<file path="src/rtl/imem_loader.sv">
// Loads a little-endian byte stream into instruction memory as 32-bit words,
// optionally NOP-filling first, and holds the core in reset until the image is complete.
module imem_loader #(
  parameter int          IMEM_WORDS = 512,
  parameter int          ADDR_W     = 9,
  parameter logic [31:0] NOP_WORD   = 32'h0000_0013,
  parameter bit          FILL_NOP   = 1'b1
) (
  input  logic              clk,
  input  logic              rst,
  input  logic              start,
  input  logic              s_valid,
  output logic              s_ready,
  input  logic [7:0]        s_data,
  input  logic              s_last,
  output logic              imem_we,
  output logic [ADDR_W-1:0] imem_waddr,
  output logic [31:0]       imem_wdata,
  output logic              cpu_rst,
  output logic              busy,
  output logic              done,
  output logic              err,
  output logic [ADDR_W:0]   words_loaded
);

  typedef enum logic [2:0] {
    S_IDLE, S_CLEAR, S_RECV, S_FLUSH, S_DONE, S_ERR
  } state_t;

  localparam logic [ADDR_W:0]   FULL      = (ADDR_W+1)'(IMEM_WORDS);
  localparam logic [ADDR_W-1:0] LAST_ADDR = ADDR_W'(IMEM_WORDS - 1);

  state_t      state, state_next;
  logic [1:0]  byte_cnt;
  logic [23:0] shift;
  logic        fin;
  logic        hs, ovf, word_end, aligned_last;
  logic [31:0] packed_word;
  logic        ready_next, busy_next, done_next, err_next, cpu_rst_next;

  // A byte transfers on any rising edge where s_valid and s_ready are both high;
  // s_ready is registered and never depends on s_valid in the same cycle.
  assign hs           = s_valid & s_ready;
  assign ovf          = (words_loaded == FULL);
  assign word_end     = (byte_cnt == 2'd3) | s_last;
  assign aligned_last = s_last & (byte_cnt == 2'd3);
  assign packed_word  = {8'h00, shift} | ({24'h00_0000, s_data} << {byte_cnt, 3'b000});

  // State register plus registered status flags.
  always_ff @(posedge clk or posedge rst) begin
    if (rst) begin
      state   <= S_IDLE;
      s_ready <= 1'b0;
      busy    <= 1'b0;
      done    <= 1'b0;
      err     <= 1'b0;
      cpu_rst <= 1'b1;
    end else begin
      state   <= state_next;
      s_ready <= ready_next;
      busy    <= busy_next;
      done    <= done_next;
      err     <= err_next;
      cpu_rst <= cpu_rst_next;
    end
  end

  always_comb begin
    state_next = state;
    case (state)
      S_IDLE, S_DONE, S_ERR: begin
        if (start) state_next = FILL_NOP ? S_CLEAR : S_RECV;
      end
      S_CLEAR: begin
        if (imem_waddr == LAST_ADDR) state_next = S_RECV;
      end
      S_RECV: begin
        // fin marks the cycle carrying the final aligned write; DONE follows it.
        if (fin)                               state_next = S_DONE;
        else if (hs && ovf)                    state_next = S_ERR;
        else if (hs && s_last && !aligned_last) state_next = S_FLUSH;
      end
      S_FLUSH: state_next = S_ERR;
      default: state_next = S_IDLE;
    endcase
  end

  always_comb begin
    ready_next   = (state_next == S_RECV) &&
                   !((state == S_RECV) && hs && !ovf && aligned_last);
    busy_next    = (state_next == S_CLEAR) || (state_next == S_RECV) ||
                   (state_next == S_FLUSH);
    done_next    = (state_next == S_DONE);
    err_next     = (state_next == S_ERR);
    cpu_rst_next = (state_next != S_DONE);
  end

  // Write port and packing datapath; words_loaded doubles as the stream write pointer.
  always_ff @(posedge clk or posedge rst) begin
    if (rst) begin
      imem_we      <= 1'b0;
      imem_waddr   <= '0;
      imem_wdata   <= '0;
      words_loaded <= '0;
      byte_cnt     <= '0;
      shift        <= '0;
      fin          <= 1'b0;
    end else begin
      imem_we <= 1'b0;
      case (state)
        S_IDLE, S_DONE, S_ERR: begin
          if (start) begin
            words_loaded <= '0;
            byte_cnt     <= '0;
            shift        <= '0;
            fin          <= 1'b0;
            imem_waddr   <= '0;
            if (FILL_NOP) begin
              imem_we    <= 1'b1;
              imem_wdata <= NOP_WORD;
            end
          end
        end
        S_CLEAR: begin
          if (imem_waddr != LAST_ADDR) begin
            imem_we    <= 1'b1;
            imem_waddr <= imem_waddr + ADDR_W'(1);
          end
        end
        S_RECV: begin
          if (hs && !ovf) begin
            if (word_end) begin
              imem_we      <= 1'b1;
              imem_waddr   <= words_loaded[ADDR_W-1:0];
              imem_wdata   <= packed_word;
              words_loaded <= words_loaded + (ADDR_W+1)'(1);
              byte_cnt     <= '0;
              shift        <= '0;
              fin          <= aligned_last;
            end else begin
              shift    <= packed_word[23:0];
              byte_cnt <= byte_cnt + 2'd1;
            end
          end
        end
        default: ;
      endcase
    end
  end

endmodule

</file>
<file path="config.mk">
export PLATFORM = sky130hd
export DESIGN_NAME = imem_loader
export DESIGN_NICKNAME = d
export VERILOG_FILES = /design/src/rtl/imem_loader.sv
export SDC_FILE = /design/constraint.sdc
export NUM_CORES = 1
export LEC_CHECK = 0
export ABC_AREA = 1
export BUFFER_PORTS_ARGS = -buffer_cell sky130_fd_sc_hd__buf_4
export CORE_MARGIN = 1
export CORE_UTILIZATION = 45
export DETAILED_ROUTE_END_ITERATION = 10
export GPL_ROUTABILITY_DRIVEN = 0
export GPL_TIMING_DRIVEN = 0
export PLACE_DENSITY = 0.73
export SLEW_MARGIN = 20
export SYNTH_ARGS = -nofsm -noshare
export SYNTH_HDL_FRONTEND = slang
export SYNTH_SLANG_ARGS = --single-unit
</file>
<file path="constraint.sdc">
create_clock -name clk -period 3.9 [get_ports clk]
set_clock_uncertainty 0.2 [all_clocks]
set_input_delay 0.78 -clock clk [delete_from_list [all_inputs] [get_ports clk]]
set_output_delay 0.78 -clock clk [all_outputs]
set_load 0.02 [all_outputs]
</file>
==> impl_metrics.json <==
{
  "nets": 683,
  "syn_to_final_growth_pct": 20.03,
  "syn_nets": 602,
  "path_clk_slew_ns": 0.09,
  "rsz0062_at_grt": "false",
  "drc": 0,
  "cts.sinks": 87,
  "synth-seq-cells": 87,
  "reg2reg_depth": 14,
  "end_kind": "flop",
  "yosysMostFrequentCell": "nand2_1",
  "routed_wl_mm": 10.97,
  "drive_gt1_frac": 0.1836,
  "final_util": 0.5669,
  "drv_slew": 0,
  "start_util": 0.4723,
  "synth_area_per_cell_sq_um": 7.614,
  "powerDensity_nw_per_um2": 369.1,
  "stdcell_count": 799,
  "ctsHoldBuffers": 0,
  "r2r_end": "imem_waddr[8]",
  "overflow": 0,
  "p_sw_uw": 634.9,
  "yosys-top-cells-count": "207 x nand2_1, 87 x nor2_1, 86 x dfrtp_1, 63 x nand3_1, 41 x inv_1",
  "io_pins": 70,
  "cts_tree": "done",
  "ant_nets": 0,
  "clkPwrFrac": 0.300,
  "cp_cell_sequence": "ha_1 -> nand3_1 -> nor2_1 -> nand3_1 -> nor2_1 -> ha_1 -> inv_1 -> nand2_1 -> nand2_1 -> inv_2 -> nand2_1 -> buf_4 -> nand2_1 -> nand2_1",
  "cts_resized": 0,
  "slew_headroom": 0.6276,
  "die-area_sq_um": 10280,
  "seq_power_share": 0.496,
  "cts.path.max_buffers": 2,
  "numCtsBuffers": 9,
  "synth_warnings": 0,
  "met3_usage": 0.03520,
  "netSwitchingFraction": 0.3223,
  "grt_pass1_wl_mm": 18.12,
  "cts-root-buf": "clkbuf_8",
  "first_pass_iters": 5,
  "status": "complete, no violations",
  "ir_drop_mv": 0.2088,
  "setup_viol": 0,
  "dr_total_vias": 4041,
  "routedWlPerCell_microns": 13.73,
  "finalCriticalPeriod_ns": 2.410,
  "portBuffers": 69,
  "die_h_microns": 101.4,
  "path_max_fanout": 10,
  "antenna_found_initial": 0,
  "fin_setup_tns_ns": 0,
  "seq_area_frac_synth": 0.4899,
  "synth_area_leaders": "dfrtp_1 48%, nand2_1 17%, nor2_1 7.3%",
  "grt_pass1_vias": 3827,
  "tightest_slew_ns": 0.5587,
  "synthCells": 584,
  "grtUsageTotal": 0.2303,
  "r2r_start": "imem_waddr[0]",
  "synth_top_area_share": 0.4840,
  "ys_types": 33,
  "grt_util_met2": 0.3773,
  "diodes": 0,
  "setup.worst_path.class": "reg -> reg",
  "place_inst": 783,
  "synthArstFlopShare": 1.000,
  "crit_top_cell": "nand2_1",
  "use_met1": 0.3038,
  "netlist_area_sq_um": 4447,
  "grt-busiest-layer": "met2",
  "core-area_sq_um": 9415,
  "p_leak_nw": 2.851,
  "cp-start-kind": "flop",
  "grt_max_degree": 50,
  "slowest_delay_ns": 0.43,
  "drtIter0Drc": 235,
  "max_freq_mhz": 415.0,
  "final_hold_viol_count": 0,
  "power_report.internal_total_mw": 1.335,
  "synth-edff-count": 0,
  "hpwl_mm": 8.163,
  "via_per_inst": 5.058,
  "p_comb_frac": 0.204,
  "yosysTopAreaCell": "dfrtp_1",
  "cts.htree.levels": 3,
  "crit_arrival_ns": 2.46,
  "dominantRegCellSynth": "dfrtp_1",
  "regToRegSetupSlack_ns": 1.49,
  "post_cts_buffers": 0,
  "dieWidth_microns": 101.4,
  "min_path_type": "in -> async",
  "drv_cap": 0,
  "rows": 35,
  "required_ns": 3.95,
  "cpMaxStageDelayCell": "dfrtp_1",
  "clk_latency_ns": 0.36,
  "fillCellCount": 891,
  "fin_crit_sh": 0.6179
}
[sequential cells by signal, indices dropped and copies added, names as in the netlist, 2 cells and up]
name,cells
imem_waddr,9
byte_cnt,2
imem_wdata,32
shift,24
words_loaded,10
state,3
[layout by cell type (no fill, tap or decap), types with 2 or more instances in the layout]
master / n
a21oi_1: 4
a21oi_2: 3
a31o_2: 2
buf_2: 7
buf_4: 72
buf_6: 5
clkbuf_1: 10
clkbuf_8: 10
clkinvlp_4: 3
dfrtp_1: 86
ha_1: 5
inv_1: 40
inv_2: 4
inv_6: 2
nand2_1: 207
nand2_2: 2
nand2_4: 3
nand3_1: 63
nand4_1: 4
nor2_1: 87
nor2_2: 2
nor2_4: 2
nor3b_1: 2
o21ai_0: 10
o21ai_1: 2
o21bai_1: 20
o22ai_1: 2
[final cells by class]
class                   count  area (sq um)  area share
plain buffers              25         162.7     0.03047
clock buffers              11         141.4     0.02649
clock inverters             5         40.04    0.007501
inverters                  46         175.2     0.03282
multi-input cells         426          1933      0.3622
flip-flops and latches     87          2178      0.4081
well taps                 129         161.4     0.03024
repair buffers             70         545.5      0.1022
[worst max-delay path: cells and delay by family, from the launching register on]
family	cells	cell delay [ns]
flip-flops	1	0.43
AND/OR/NAND/NOR	9	0.90
buffers and inverters	3	0.38
adder cells (fa/ha/maj)	2	0.38
[worst max path at each step]
stage,start,to,slack (ns),cells past startpoint
6_report,imem_waddr[0],imem_waddr[8],1.49,14
4_1_cts,imem_waddr[0],imem_waddr[8],1.51,14
2_1_floorplan,rst,busy,0.67,1
5_1_grt,imem_waddr[0],imem_waddr[8],1.26,14
3_5_place_dp,imem_waddr[0],imem_waddr[8],1.55,14
3_3_place_gp,rst,imem_wdata[30],-0.38,2
[kinds of logic after synthesis]
family,share of synthesized area
AND/OR/NAND/NOR,0.3511
flip-flops,0.4899
buffers and inverters,0.07540
AO/OA/AOI/OAI,0.06753
adder cells (fa/ha/maj),0.01407
XOR/XNOR,0.001970
[per-layer routing]
metal / part of all wire / wire length [microns]
met1: 0.44 / 4812
met2: 0.48 / 5305
met3: 0.055 / 604
met4: 0.023 / 248
met5: 0 / 0
[power by group through the flow]
stage / logic (mW) / registers, mW / clock network, mW
2_1_floorplan: 0.242 / 1.02 / 0
3_3_place_gp: 0.390 / 0.994 / 0
3_5_place_dp: 0.401 / 0.995 / 0
4_1_cts: 0.404 / 0.977 / 0.606
5_1_grt: 0.451 / 0.984 / 0.635
6_report: 0.402 / 0.978 / 0.590
[per-stage QoR]
| stage | hold WS, ns | power [mW] | cell area, sq um | setup WS (ns) |
|---|---|---|---|---|
| final | 0.2604 | 1.970 | 5338 | 1.490 |
| after CTS | 0.2653 | 1.987 | 5338 | 1.505 |
| after global routing | 0.2984 | 2.070 | 5338 | 1.258 |
| after floorplan | 0.2642 | 1.263 | 4447 | 0.6715 |
| after global placement | 0.2612 | 1.384 | 5126 | -0.3792 |
| after detailed placement | 0.2602 | 1.397 | 5156 | 1.550 |
Power figures use the tool's default switching activity.
